$ cat src/rtl/dp_ram_stream_reader.sv
// dp_ram_stream_reader: read-side controller for the dual-port line RAM.
// Issues sequential single-line reads over a (wrapping) address range,
// absorbs the RAM's 1-cycle read latency and presents the data as a
// valid/ready stream through a 2-entry skid buffer (head/tail).
module dp_ram_stream_reader #(
  parameter int NUMBER_OF_LINES = 8192,
  parameter int DATA_WIDTH      = 128,
  localparam int AW             = $clog2(NUMBER_OF_LINES)
) (
  input  logic                  clk,
  input  logic                  rst_n,
  input  logic                  start,
  input  logic [AW-1:0]         start_addr,
  input  logic [AW:0]           num_lines,
  output logic                  busy,
  output logic                  done,
  output logic                  ram_r_en,
  output logic [AW-1:0]         ram_addr_r,
  input  logic [DATA_WIDTH-1:0] ram_rd_data,
  input  logic                  ram_mem_valid,
  output logic [DATA_WIDTH-1:0] out_data,
  output logic                  out_valid,
  input  logic                  out_ready,
  output logic                  out_last
);

  localparam logic [AW-1:0] LAST_ADDR = AW'(NUMBER_OF_LINES - 1);
  localparam logic [AW:0]   MAX_LINES = (AW+1)'(NUMBER_OF_LINES);

  typedef enum logic {
    IDLE = 1'b0,
    RUN  = 1'b1
  } state_t;

  state_t                state_q, state_d;
  logic [AW-1:0]         addr_q, addr_d;
  logic [AW:0]           remaining_q, remaining_d;
  logic [AW:0]           beats_left_q, beats_left_d;
  logic                  inflight_q, inflight_d;
  logic [1:0]            occ_q, occ_d;
  logic [DATA_WIDTH-1:0] head_q, head_d;
  logic [DATA_WIDTH-1:0] tail_q, tail_d;
  logic                  done_q, done_d;

  logic                  pop;
  logic                  push;
  logic [2:0]            level;
  logic                  issue;
  logic [AW:0]           clamped_lines;

  // Handshake, capture and read-issue decisions from registered state.
  // The buffer level after this cycle's pop, plus any read in flight, must
  // leave room for one more beat before a new read may be issued.
  always_comb begin
    pop           = (occ_q != 2'd0) && out_ready;
    push          = inflight_q && ram_mem_valid;
    level         = {1'b0, occ_q} + {2'b00, inflight_q} - {2'b00, pop};
    issue         = (state_q == RUN) && (remaining_q != '0) && (level < 3'd2);
    clamped_lines = (num_lines > MAX_LINES) ? MAX_LINES : num_lines;
  end

  // Next-state logic for the command FSM, address/count tracking and the
  // two-entry skid buffer.
  always_comb begin
    state_d      = state_q;
    addr_d       = addr_q;
    remaining_d  = remaining_q;
    beats_left_d = beats_left_q;
    inflight_d   = issue;
    occ_d        = occ_q;
    head_d       = head_q;
    tail_d       = tail_q;
    done_d       = 1'b0;

    case (state_q)
      IDLE: begin
        if (start) begin
          addr_d       = start_addr;
          remaining_d  = clamped_lines;
          beats_left_d = clamped_lines;
          if (clamped_lines == '0) begin
            done_d = 1'b1;
          end else begin
            state_d = RUN;
          end
        end
      end
      RUN: begin
        if (issue) begin
          addr_d      = (addr_q == LAST_ADDR) ? '0 : addr_q + AW'(1);
          remaining_d = remaining_q - (AW+1)'(1);
        end
        if (pop) begin
          beats_left_d = beats_left_q - (AW+1)'(1);
          if (beats_left_q == (AW+1)'(1)) begin
            state_d = IDLE;
            done_d  = 1'b1;
          end
        end
      end
      default: state_d = IDLE;
    endcase

    // Head is always the oldest beat; the tail only holds a second beat
    // when the consumer stalls while a read is still returning.
    case ({push, pop})
      2'b10: begin
        if (occ_q == 2'd0) begin
          head_d = ram_rd_data;
          occ_d  = 2'd1;
        end else if (occ_q == 2'd1) begin
          tail_d = ram_rd_data;
          occ_d  = 2'd2;
        end
      end
      2'b01: begin
        head_d = tail_q;
        occ_d  = occ_q - 2'd1;
      end
      2'b11: begin
        if (occ_q == 2'd2) begin
          head_d = tail_q;
          tail_d = ram_rd_data;
        end else begin
          head_d = ram_rd_data;
        end
      end
      default: ;
    endcase
  end

  // State registers; asynchronous reset discards any command in progress.
  always_ff @(posedge clk or negedge rst_n) begin
    if (!rst_n) begin
      state_q      <= IDLE;
      addr_q       <= '0;
      remaining_q  <= '0;
      beats_left_q <= '0;
      inflight_q   <= 1'b0;
      occ_q        <= 2'd0;
      head_q       <= '0;
      tail_q       <= '0;
      done_q       <= 1'b0;
    end else begin
      state_q      <= state_d;
      addr_q       <= addr_d;
      remaining_q  <= remaining_d;
      beats_left_q <= beats_left_d;
      inflight_q   <= inflight_d;
      occ_q        <= occ_d;
      head_q       <= head_d;
      tail_q       <= tail_d;
      done_q       <= done_d;
    end
  end

  assign busy       = (state_q == RUN);
  assign done       = done_q;
  assign ram_r_en   = issue;
  assign ram_addr_r = addr_q;
  assign out_valid  = (occ_q != 2'd0);
  assign out_data   = head_q;
  assign out_last   = out_valid && (beats_left_q == (AW+1)'(1));

endmodule

$ cat config.mk
export PLATFORM = sky130hd
export DESIGN_NAME = dp_ram_stream_reader
export DESIGN_NICKNAME = d
export VERILOG_FILES = /design/src/rtl/dp_ram_stream_reader.sv
export SDC_FILE = /design/constraint.sdc
export NUM_CORES = 1
export LEC_CHECK = 0
export ABC_AREA = 1
export ABC_CLOCK_PERIOD_IN_PS = 6200
export CAP_MARGIN = 10
export CORE_MARGIN = 1
export CORE_UTILIZATION = 58
export CTS_BUF_LIST = sky130_fd_sc_hd__clkbuf_4
export DETAILED_ROUTE_END_ITERATION = 7
export GPL_TIMING_DRIVEN = 0
export PLACE_DENSITY = 0.89
export SYNTH_ARGS = -nofsm -noshare
export SYNTH_HDL_FRONTEND = slang
export SYNTH_SLANG_ARGS = --single-unit
export TNS_END_PERCENT = 10
$ cat constraint.sdc
create_clock -name clk -period 6.2 [get_ports clk]
set_input_delay 0.62 -clock clk [delete_from_list [all_inputs] [get_ports clk]]
set_output_delay 0.62 -clock clk [all_outputs]
set_load 0.1 [all_outputs]
==> flow_summary.html <==
<table>
<tr><th>Metric</th><th>Value</th></tr>
<tr><th colspan="2">Critical path</th></tr>
<tr><td>Reg-to-reg slack, setup</td><td>3.08 ns</td></tr>
<tr><td>CP Class</td><td>flip-flop to output pin</td></tr>
<tr><td>Highest net fanout along the worst path</td><td>5</td></tr>
<tr><td>Type of origin of the critical path</td><td>flip-flop</td></tr>
<tr><td>Setup crit end kind</td><td>output pin</td></tr>
<tr><td>Longest individual stage delay on the worst path</td><td>1.22 ns</td></tr>
<tr><td>CP arrival</td><td>4.43 ns</td></tr>
<tr><td>Worst endpoint required time</td><td>5.58 ns</td></tr>
<tr><td>Cell mode on critical path</td><td>sky130_fd_sc_hd__inv_1</td></tr>
<tr><td>List of cells traversed by the critical path</td><td>inv_1 -&gt; ha_1 -&gt; inv_2 -&gt; nand2_4 -&gt; inv_2 -&gt; ha_1 -&gt; inv_1 -&gt; nand2_1 -&gt; fa_1 -&gt; o211ai_1 -&gt; a21oi_1 -&gt; o21ai_2 -&gt; inv_1 -&gt; clkdlybuf4s50_1</td></tr>
<tr><td>Critical path's slowest cell</td><td>sky130_fd_sc_hd__clkdlybuf4s50_1</td></tr>
<tr><th colspan="2">GRT</th></tr>
<tr><td>Global Route Usage Sum</td><td>33.6%</td></tr>
<tr><td>Total congestion overflow</td><td>0</td></tr>
<tr><td>Most used routing layer</td><td>met2</td></tr>
<tr><td>GR Util met1</td><td>41.5%</td></tr>
<tr><td>Largest net degree at the start of global routing</td><td>122</td></tr>
<tr><td>Initial antenna violation count</td><td>5</td></tr>
<tr><td>Global-route met3 utilization</td><td>8.07%</td></tr>
<tr><td>Met2 track utilization from global routing</td><td>55.6%</td></tr>
<tr><td>Via count of the first global-routing pass</td><td>13,900</td></tr>
<tr><td>Global-route wire length before repair</td><td>69,600 um</td></tr>
<tr><th colspan="2">Clock network</th></tr>
<tr><td>Buffers from clock root to sink, at most</td><td>3</td></tr>
<tr><td>H-Tree Level Count</td><td>3</td></tr>
<tr><td>Setup fix buffers added after clock tree synthesis</td><td>0</td></tr>
<tr><td>Clock Pin Slew Worst Setup and Hold Paths</td><td>0.06 ns</td></tr>
<tr><td>Clock tree from TritonCTS</td><td>done</td></tr>
<tr><td>Total clock buffers created by CTS</td><td>79</td></tr>
<tr><td>Insertion delay of the later-clocked pin in the worst-skew pair</td><td>0.69 ns</td></tr>
<tr><td>Count of clock tree sinks</td><td>302</td></tr>
<tr><td>Clock Tree Root</td><td>sky130_fd_sc_hd__clkbuf_4</td></tr>
<tr><th colspan="2">Route</th></tr>
<tr><td>Overall via count from detail_route</td><td>13,600</td></tr>
<tr><td>Antenna viol nets, final</td><td>0</td></tr>
<tr><td>Post-detailed-route wirelength per cell</td><td>17.4 um</td></tr>
<tr><td>Starting DRC count in detailed routing</td><td>1,394</td></tr>
<tr><td>Number of vias per cell</td><td>5.44</td></tr>
<tr><td>DR pass1 iterations</td><td>5</td></tr>
<tr><td>DRT Wirelength</td><td>43,400 um</td></tr>
<tr><td>Number of design rule violations left after detail routing</td><td>0</td></tr>
<tr><th colspan="2">Synthesis</th></tr>
<tr><td>Register bit total from synthesis</td><td>302</td></tr>
<tr><td>Primary flip-flop cell chosen by synthesis mapping</td><td>sky130_fd_sc_hd__dfrtp_1</td></tr>
<tr><td>Post-synthesis net count</td><td>1,894</td></tr>
<tr><td>Cell area after synthesis</td><td>14,800 sq um</td></tr>
<tr><td>Area share of the leading cell type in the synthesized netlist</td><td>50.9%</td></tr>
<tr><td>FFs w/ async S/R, synth</td><td>100%</td></tr>
<tr><td>Biggest area consumer among synthesized cells</td><td>sky130_fd_sc_hd__dfrtp_1</td></tr>
<tr><td>Cell count after synthesis</td><td>1,725</td></tr>
<tr><td>Number of enable flip-flop cells after synthesis</td><td>0</td></tr>
<tr><td>Count of different cell masters after synthesis</td><td>36</td></tr>
<tr><td>Top post-synthesis cells by area</td><td>sky130_fd_sc_hd__dfrtp_1 (51%), sky130_fd_sc_hd__nand2_1 (10%), sky130_fd_sc_hd__inv_1 (8.0%)</td></tr>
<tr><td>Sequential-to-total area share from yosys stat</td><td>50.9%</td></tr>
<tr><td>Avg Synthesized Cell Area</td><td>8.60 sq um</td></tr>
<tr><td>Warnings from Yosys</td><td>0</td></tr>
<tr><th colspan="2">Flow run</th></tr>
<tr><td>Count of maximum capacitance violations</td><td>0</td></tr>
<tr><th colspan="2">Placed design</th></tr>
<tr><td>Placed instance area</td><td>18,400 sq um</td></tr>
<tr><td>Number of placed cells counting well taps</td><td>2,362</td></tr>
<tr><td>I/O Buffers</td><td>305</td></tr>
<tr><td>Routability-driven placement congestion ratio</td><td>0.921</td></tr>
<tr><td>Post-DP HPWL</td><td>31,200 um</td></tr>
<tr><th colspan="2">STA</th></tr>
<tr><td>RSZ-0062 raised after global routing</td><td>false</td></tr>
<tr><td>Count of final setup violators</td><td>0</td></tr>
<tr><td>Worst hold margin</td><td>0.478 ns</td></tr>
<tr><td>Skew final</td><td>0.0223 ns</td></tr>
<tr><td>Final period demand of the worst path</td><td>5.05 ns</td></tr>
<tr><td>Final number of hold-violating endpoints</td><td>0</td></tr>
<tr><td>Max Clock Freq</td><td>0.198 GHz</td></tr>
<tr><td>Tcrit/Tclk final</td><td>81.5%</td></tr>
<tr><td>Summed negative setup slack over all endpoints</td><td>0 ns</td></tr>
<tr><td>Worst slew margin</td><td>26.0%</td></tr>
<tr><td>Transition at the pin with the smallest max-transition slack</td><td>1.11 ns</td></tr>
<tr><td>Final count of pins violating max slew</td><td>0</td></tr>
<tr><th colspan="2">Layout</th></tr>
<tr><td>Layout Cell Area excl Fill</td><td>19,300 sq um</td></tr>
<tr><td>Layout area overhead</td><td>29.9%</td></tr>
<tr><td>Net count reported at finish</td><td>2,283</td></tr>
<tr><td>Share of post-route cells with drive strength above 1</td><td>15.5%</td></tr>
<tr><td>Post-Layout Cell Count</td><td>2,494</td></tr>
<tr><th colspan="2">Outcome</th></tr>
<tr><td>Outcome</td><td>complete, no violations</td></tr>
<tr><th colspan="2">Floorplan</th></tr>
<tr><td>Number of standard-cell rows in the floorplan</td><td>58</td></tr>
<tr><td>Core region area</td><td>25,100 sq um</td></tr>
<tr><td>Die outline height</td><td>162 um</td></tr>
<tr><td>Die area</td><td>26,200 sq um</td></tr>
<tr><td>Number of I/O pins</td><td>306</td></tr>
<tr><td>Width of the die</td><td>162 um</td></tr>
<tr><td>Initial standard-cell utilization of the core</td><td>59.1%</td></tr>
<tr><th colspan="2">Hold path</th></tr>
<tr><td>Hold crit path type</td><td>input pin to asynchronous set/reset pin</td></tr>
</table>
-- sequential cells by signal, summed over array words and instances, names as in the netlist --
name          flops
tail_q          128
ram_addr_r       13
inflight_q        1
remaining_q      14
busy              1
beats_left_q     14
out_data        128
occ_q             2
done              1
-- worst max-delay path: cells and delay by family, from the launching register on --
family                   cells  cell delay (ns)
buffers and inverters        6             1.72
AO/OA/AOI/OAI                3             0.35
flip-flops                   1             0.41
adder cells (fa/ha/maj)      3             1.07
AND/OR/NAND/NOR              2             0.19
-- cells by family (layout without fill, tap and decap cells) --
group	count (synthesis)	after routing	synth area share [%]
compound gates	471	471	21.6
xor+xnor	12	12	0.708
fa+ha+maj	9	9	0.809
buf+inv	418	852	12.4
flops	302	302	50.9
other cells	0	5	0
simple gates	513	513	13.6
-- cell usage in the layout (no fill, tap or decap), types with 2 or more instances in the layout --
master                            count
sky130_fd_sc_hd__nand3_1             29
sky130_fd_sc_hd__a31oi_1              2
sky130_fd_sc_hd__o21ai_1             82
sky130_fd_sc_hd__nand4_1              4
sky130_fd_sc_hd__clkinvlp_4           4
sky130_fd_sc_hd__o211ai_1           132
sky130_fd_sc_hd__nand2_2              3
sky130_fd_sc_hd__buf_16               2
sky130_fd_sc_hd__nor3_1               8
sky130_fd_sc_hd__clkinv_2             2
sky130_fd_sc_hd__ha_1                 8
sky130_fd_sc_hd__buf_1                2
sky130_fd_sc_hd__dfrtp_1            302
sky130_fd_sc_hd__clkinv_1            12
sky130_fd_sc_hd__diode_2              5
sky130_fd_sc_hd__o22ai_1              2
sky130_fd_sc_hd__a21oi_1              7
sky130_fd_sc_hd__nor2_1              47
sky130_fd_sc_hd__o21ai_2            124
sky130_fd_sc_hd__clkbuf_1            17
sky130_fd_sc_hd__buf_2               48
sky130_fd_sc_hd__clkbuf_4           105
sky130_fd_sc_hd__clkdlybuf4s50_1    304
sky130_fd_sc_hd__nand2_1            415
sky130_fd_sc_hd__o31ai_1              2
sky130_fd_sc_hd__a22oi_1              2
sky130_fd_sc_hd__or2_2                2
sky130_fd_sc_hd__o21ai_0            113
sky130_fd_sc_hd__o41ai_1              3
sky130_fd_sc_hd__buf_4                7
sky130_fd_sc_hd__buf_6               24
sky130_fd_sc_hd__inv_1              316
sky130_fd_sc_hd__xor2_1              11
sky130_fd_sc_hd__inv_2                6
-- repair_timing --
action                                 CTS  global route
endpoints found under the hold margin   70             0
hold buffers                             1             0
gates resized for setup                  0             0
-- routing by layer --
| metal | wire, um | vias up |
|---|---|---|
| met3 | 3600 | 128 |
| met4 | 1800 | 2 |
| met2 | 20700 | 600 |
| li1 | - | 6347 |
| met5 | 13 | - |
| met1 | 17200 | 6494 |
-- layout make-up --
cell class,count,area (sq um)
Clock inverter,21,101
Antenna cell,5,12.5
Inverter,320,1200
Fill cell,1710,5830
Timing Repair Buffer,308,3120
Sequential cell,302,7560
Clock buffer,105,788
Tap cell,330,413
Buffer,98,634
Multi-Input combinational cell,1005,5450
-- path summary, 6_finish.rpt --
kind                                   startpoint                           to  cells past startpoint
setup reg to reg             occ_q[1]$_DFFE_PN0P_   remaining_q[3]$_DFFE_PN0P_                     17
max in group asynchronous                   rst_n  beats_left_q[5]$_DFFE_PN0P_                      3
hold reg to reg            tail_q[70]$_DFFE_PN0P_       tail_q[70]$_DFFE_PN0P_                      2
min in group clk           tail_q[70]$_DFFE_PN0P_       tail_q[70]$_DFFE_PN0P_                      2
hold / removal                              rst_n     out_data[84]$_DFFE_PN0P_                      2
setup / recovery             occ_q[1]$_DFFE_PN0P_                     ram_r_en                     14
-- cells in the mapped netlist, types with 2 or more instances --
cell type                    n
sky130_fd_sc_hd__a21oi_1     7
sky130_fd_sc_hd__a22oi_1     2
sky130_fd_sc_hd__a31oi_1     2
sky130_fd_sc_hd__buf_1       2
sky130_fd_sc_hd__buf_2      48
sky130_fd_sc_hd__buf_4       7
sky130_fd_sc_hd__buf_6      24
sky130_fd_sc_hd__clkbuf_1   17
sky130_fd_sc_hd__dfrtp_1   302
sky130_fd_sc_hd__ha_1        8
sky130_fd_sc_hd__inv_1     316
sky130_fd_sc_hd__inv_2       4
sky130_fd_sc_hd__nand2_1   415
sky130_fd_sc_hd__nand2_2     3
sky130_fd_sc_hd__nand3_1    29
sky130_fd_sc_hd__nand4_1     4
sky130_fd_sc_hd__nor2_1     47
sky130_fd_sc_hd__nor3_1      8
sky130_fd_sc_hd__o211ai_1  132
sky130_fd_sc_hd__o21ai_0   113
sky130_fd_sc_hd__o21ai_1    82
sky130_fd_sc_hd__o21ai_2   124
sky130_fd_sc_hd__o22ai_1     2
sky130_fd_sc_hd__o31ai_1     2
sky130_fd_sc_hd__o41ai_1     3
sky130_fd_sc_hd__or2_2       2
sky130_fd_sc_hd__xor2_1     11
-- stage by stage --
stage	setup slack, ns	utilization, %
2_1_floorplan	2.51	-
3_3_place_gp	-8.30	72.9
3_5_place_dp	1.64	73.2
4_1_cts	1.14	76.7
5_1_grt	0.974	76.8
6_report	1.15	76.8
Power is not shown: default switching activity piles up to over one toggle a cycle in this logic, so the estimate is an artifact.
